--- src/rtl/byte_serial_add_ctrl.sv ---
// Byte-serial wide-add sequencer: streams operand bytes LSB-first through an external
// 8-bit adder slice, chains the carry in a register, and hands the assembled sum downstream.
module byte_serial_add_ctrl #(
    parameter int NUM_BYTES = 4
) (
    input  logic                   clk_i,
    input  logic                   rst_ni,
    input  logic                   valid_i,
    output logic                   ready_o,
    input  logic [8*NUM_BYTES-1:0] A_i,
    input  logic [8*NUM_BYTES-1:0] B_i,
    input  logic                   cin_i,
    output logic                   valid_o,
    input  logic                   ready_i,
    output logic [8*NUM_BYTES-1:0] SUM_o,
    output logic                   cout_o,
    output logic [7:0]             add_A_o,
    output logic [7:0]             add_B_o,
    output logic                   add_cin_o,
    input  logic [7:0]             add_SUM_i,
    input  logic                   add_cout_i
);

    localparam int W  = 8 * NUM_BYTES;
    localparam int CW = $clog2(NUM_BYTES);
    localparam logic [CW-1:0] LAST = CW'(NUM_BYTES - 1);

    typedef enum logic [1:0] {IDLE, RUN, DONE} state_t;

    state_t          state_reg;
    logic [CW-1:0]   cnt_reg;
    logic [W-1:0]    a_reg;
    logic [W-1:0]    b_reg;
    logic [W-1:0]    sum_reg;
    logic            carry_reg;
    logic            cout_reg;
    logic            ready_reg;
    logic            valid_reg;

    logic [7:0] a_bytes [NUM_BYTES];
    logic [7:0] b_bytes [NUM_BYTES];

    generate
        for (genvar gi = 0; gi < NUM_BYTES; gi++) begin : g_bytes
            assign a_bytes[gi] = a_reg[8*gi +: 8];
            assign b_bytes[gi] = b_reg[8*gi +: 8];
        end
    endgenerate

    always_ff @(posedge clk_i) begin
        if (!rst_ni) begin
            state_reg <= IDLE;
            cnt_reg   <= '0;
            a_reg     <= '0;
            b_reg     <= '0;
            sum_reg   <= '0;
            carry_reg <= 1'b0;
            cout_reg  <= 1'b0;
            ready_reg <= 1'b1;
            valid_reg <= 1'b0;
        end else begin
            case (state_reg)
                IDLE: begin
                    if (valid_i) begin
                        a_reg     <= A_i;
                        b_reg     <= B_i;
                        carry_reg <= cin_i;
                        cnt_reg   <= '0;
                        ready_reg <= 1'b0;
                        state_reg <= RUN;
                    end
                end
                RUN: begin
                    sum_reg[8*cnt_reg +: 8] <= add_SUM_i;
                    carry_reg               <= add_cout_i;
                    if (cnt_reg == LAST) begin
                        cout_reg  <= add_cout_i;
                        valid_reg <= 1'b1;
                        state_reg <= DONE;
                    end else begin
                        cnt_reg <= cnt_reg + 1'b1;
                    end
                end
                DONE: begin
                    // Result registers stay frozen here until the consumer takes them.
                    if (ready_i) begin
                        valid_reg <= 1'b0;
                        ready_reg <= 1'b1;
                        state_reg <= IDLE;
                    end
                end
                default: begin
                    valid_reg <= 1'b0;
                    ready_reg <= 1'b1;
                    state_reg <= IDLE;
                end
            endcase
        end
    end

    // The slice is only driven while a byte is in flight; otherwise it sees zeros.
    always_comb begin
        add_A_o   = 8'h00;
        add_B_o   = 8'h00;
        add_cin_o = 1'b0;
        if (state_reg == RUN) begin
            add_A_o   = a_bytes[cnt_reg];
            add_B_o   = b_bytes[cnt_reg];
            add_cin_o = carry_reg;
        end
    end

    assign ready_o = ready_reg;
    assign valid_o = valid_reg;
    assign SUM_o   = sum_reg;
    assign cout_o  = cout_reg;

endmodule

--- config.mk ---
export PLATFORM = sky130hd
export DESIGN_NAME = byte_serial_add_ctrl
export DESIGN_NICKNAME = d
export VERILOG_FILES = /design/src/rtl/byte_serial_add_ctrl.sv
export SDC_FILE = /design/constraint.sdc
export NUM_CORES = 1
export LEC_CHECK = 0
export ABC_AREA = 1
export CAP_MARGIN = 20
export CORE_MARGIN = 1.5
export CORE_UTILIZATION = 51
export CTS_CLUSTER_SIZE = 30
export DETAILED_ROUTE_END_ITERATION = 12
export PLACE_DENSITY_LB_ADDON = 0.2
export SLEW_MARGIN = 40
export SYNTH_ARGS = -nofsm -noshare
export SYNTH_HDL_FRONTEND = slang
export SYNTH_SLANG_ARGS = --single-unit
--- constraint.sdc ---
create_clock -name clk_i -period 3.9 [get_ports clk_i]
set_input_delay 0.39 -clock clk_i [delete_from_list [all_inputs] [get_ports clk_i]]
set_output_delay 0.39 -clock clk_i [all_outputs]
set_load 0.03 [all_outputs]
==> results_tabular.tex <==
\begin{tabular}{lr}
\hline
Metric & Value \\
\hline
\multicolumn{2}{l}{\textbf{Status}} \\
\quad Result of the run & finished, final reports clean \\
\multicolumn{2}{l}{\textbf{Timing}} \\
\quad Transition at the pin with the smallest max-transition slack & around 0.77 ns \\
\quad Aggregate negative setup slack & 0 ns \\
\quad Setup repair after global routing missed its margin & no \\
\quad Ratio of final minimum period to clock period & roughly four fifths \\
\quad Max-slew headroom at the worst pin & approximately half \\
\quad Shortest period the worst path allows & approximately 3 ns \\
\quad Final Skew & between 0.01 and 0.015 ns \\
\quad Final setup viols & 0 \\
\quad Total count of max-transition violations in the final report & 0 \\
\quad Setup WS post-layout & 0.836 ns \\
\quad Final hold violations & 0 \\
\quad Maximum clock frequency & between 0.3 and 0.4 GHz \\
\multicolumn{2}{l}{\textbf{Yosys}} \\
\quad Number of warnings printed during yosys synthesis & 0 \\
\quad Area fraction in compound gates after synthesis & between 10\% and 20\% \\
\quad Syn avg cell area & $\sim$7.0 um2 \\
\quad Top post-synthesis cells by area & dfxtp\_1 (46\%), nor2\_1 (19\%), o21ai\_0 (10\%) \\
\quad Area share of xor/xnor cells in the synthesized design & 0\% \\
\quad Mux share of post-synthesis cell area & 0\% \\
\quad Cell taking the most area after synthesis & dfxtp\_1 \\
\quad Number of unique standard cell types used by synthesis & 21 \\
\quad Synthesized area & around 0.0045 mm2 \\
\quad Post-synthesis sequential element count & approximately 100 \\
\quad Main combinational cell family by area after synthesis & simple AND/OR/NAND/NOR gates \\
\quad Synthesized Nets & between 700 and 800 \\
\quad Number of cells produced by synthesis & between 600 and 700 \\
\quad Fraction of the yosys area taken by sequential cells & a little under half \\
\quad Simple-gate share of the synthesized area & between 20\% and 30\% \\
\quad Post-synthesis adder-cell area fraction & 1.38\% \\
\quad Fraction of post-synthesis cell area in the top cell type by area & a little under half \\
\multicolumn{2}{l}{\textbf{Setup path}} \\
\quad Type of destination of the critical path & primary output \\
\quad Worst endpoint required time & $\sim$3.5 ns \\
\quad Maximum fanout along the worst path & 20 \\
\quad Classification of the worst setup path & reg -> out \\
\quad Depth of the most critical reg-to-reg path & 6 \\
\quad Startpoint class of the critical path & register \\
\quad Arrival time at the worst endpoint & 2.67 ns \\
\multicolumn{2}{l}{\textbf{Power}} \\
\quad Static leakage power & around 0.0023 uW \\
\quad VDD IR-drop max & around 0.00023 V \\
\quad Cell area power density & between 400 and 500 mW/mm2 \\
\quad Overall power after layout & roughly 2400 uW \\
\multicolumn{2}{l}{\textbf{Floorplanning}} \\
\quad Height of the die & about 97 um \\
\quad Row Count & 34 \\
\quad Total Die Area & between 0.009 and 0.01 mm2 \\
\quad Starting density of the core & between 50\% and 60\% \\
\quad Core region area & $\sim$0.0087 mm2 \\
\quad Width of the die & just under 100 um \\
\quad I/O pin count & 130 \\
\multicolumn{2}{l}{\textbf{Global routing}} \\
\quad Antenna violations before repair & 0 \\
\quad Pin count of the biggest net entering global routing & between 70 and 80 \\
\quad Overall Global Routing Usage & around 25\% \\
\quad Number of global-route vias before repair & 4271 \\
\quad Total overflow reported by the global router & 0 \\
\quad First-pass GRT wire length & about 20000 um \\
\multicolumn{2}{l}{\textbf{Clocking}} \\
\quad Clk pin slew, worst setup/hold paths & 0.10 ns \\
\quad Count of H-tree levels built during CTS & 3 \\
\quad Clock latency at the later pin of the worst-skew pair & around 0.37 ns \\
\quad Number of buffers inserted during clock tree synthesis & 9 \\
\quad CTS tree & built \\
\quad Buffer type at the clock tree root & clkbuf\_8 \\
\quad Clock Sink Count & around 100 \\
\quad Setup fix buffers added after clock tree synthesis & 0 \\
\quad Maximum number of buffers from clock root to sink & 2 \\
\quad Post-CTS resize count & 0 \\
\quad Hold buffer count at CTS & 0 \\
\multicolumn{2}{l}{\textbf{Finish}} \\
\quad \# nets final & 828 \\
\quad Share of layout cells above drive strength 1 & $\sim$4.3\% \\
\quad Utilization after layout & between 60\% and 70\% \\
\quad Signed area change from the synthesized netlist to the final layout & 30.2\% \\
\quad Fill cell total of the finished layout & 792 \\
\quad ANT cells & 0 \\
\multicolumn{2}{l}{\textbf{Drt}} \\
\quad Detailed router's first-iteration violation count & between 200 and 250 \\
\quad Wire per inst & 13.9 um \\
\quad DR pass1 iterations & 5 \\
\quad Final routed DRC violation total & 0 \\
\quad Total Wirelength & 11900 um \\
\quad Average vias per placed instance & roughly 5.2 \\
\quad Total vias in the final route & about 4500 \\
\quad Antenna violation net count after detailed routing & 0 \\
\multicolumn{2}{l}{\textbf{Placed design}} \\
\quad PortBufs & approximately 130 \\
\quad Post-Place Worst Slack & between 1 and 1.5 ns \\
\quad RD Place Congestion & roughly 0.80 \\
\quad HPWL Detailed & around 8200 um \\
\multicolumn{2}{l}{\textbf{Worst hold path}} \\
\quad Instance count along the most critical hold path & 2 \\
\quad Path type of the worst min-delay path & reg -> reg \\
\multicolumn{2}{l}{\textbf{Flow run}} \\
\quad Maxcap violations & 0 \\
\hline
\end{tabular}
cell type report:
type                            instances  area, um2  area share, %
Clock buffer                           10        128           2.16
Clock inverter                          6       67.6           1.14
Inverter                               23       86.3           1.46
Multi-Input combinational cell        475       2100           35.6
Sequential cell                       104       2080           35.2
Tap cell                              108        135           2.29
Timing Repair Buffer                  132       1310           22.1
worst paths after layout:
check,startpoint,endpoint,slack (ns)
worst min register to register,valid_o,valid_o,0.45
worst min-delay path,valid_o,valid_o,0.45
worst max-delay path,cnt_reg[1],add_B_o[4],0.84
worst max register to register,cnt_reg[1],SUM_o[18],1.44
cells in the mapped netlist:
cell type and instances:
nand2_4 2, nand3_2 2, nor2_1 227, o21ai_0 92, inv_2 4, nand3_1 8
nor2_4 4, buf_2 13, dfxtp_1 104, nand2_1 61, buf_4 3, nor3_1 16
inv_1 18, a21oi_1 44, ha_1 5, buf_6 11, clkbuf_1 13, buf_1 2
clkinv_1 1, nor2_2 1, o21ai_1 13
kinds of logic after synthesis:
logic type,count (synthesis)
compound gates,149
flops,104
buf+inv,65
fa+ha+maj,5
simple gates,321
routing by layer:
layer,share of wire [%],vias up,track usage (%)
li1,-,2259,-
met1,46,2028,32.3
met2,46,149,41.8
met3,6.9,20,5.47
met4,1.8,0,8.90
met5,0,-,0
worst max-delay path, cell delays in order, from the launching register on:
cell             delay, ns
dfxtp_1               0.77
inv_2                 0.37
nor2_1                0.16
o21ai_0               0.10
a21oi_1               0.20
clkdlybuf4s50_1       0.71
power by group:
| group | total [uW] | internal [uW] | switching [uW] |
|---|---|---|---|
| clock | 673 | 301 | 373 |
| combinational | 519 | 209 | 310 |
| sequential | 1180 | 1130 | 44.1 |
| total | 2370 | 1640 | 726 |
layout by cell type (no fill, tap or decap), types with 3 or more instances in the layout:
master and n:
nand3_1 8, ha_1 5, nor2_4 4, nand2_1 61, o21ai_1 13, clkbuf_8 9, inv_1 18, nor2_1 227
clkdlybuf4s50_1 128, o21ai_0 92, a21oi_1 44, buf_4 3, nor3_1 16, dfxtp_1 104, inv_2 4
metrics by stage:
stage / instances / area [um2] / hold WS, ns
2_1_floorplan: 644 / 4540 / 0.444
3_3_place_gp: 842 / 5720 / 0.434
3_5_place_dp: 842 / 5720 / 0.435
4_1_cts: 858 / 5910 / 0.451
5_1_grt: 858 / 5910 / 0.475
6_report: 858 / 5910 / 0.448
Power figures use the tool's default switching activity.
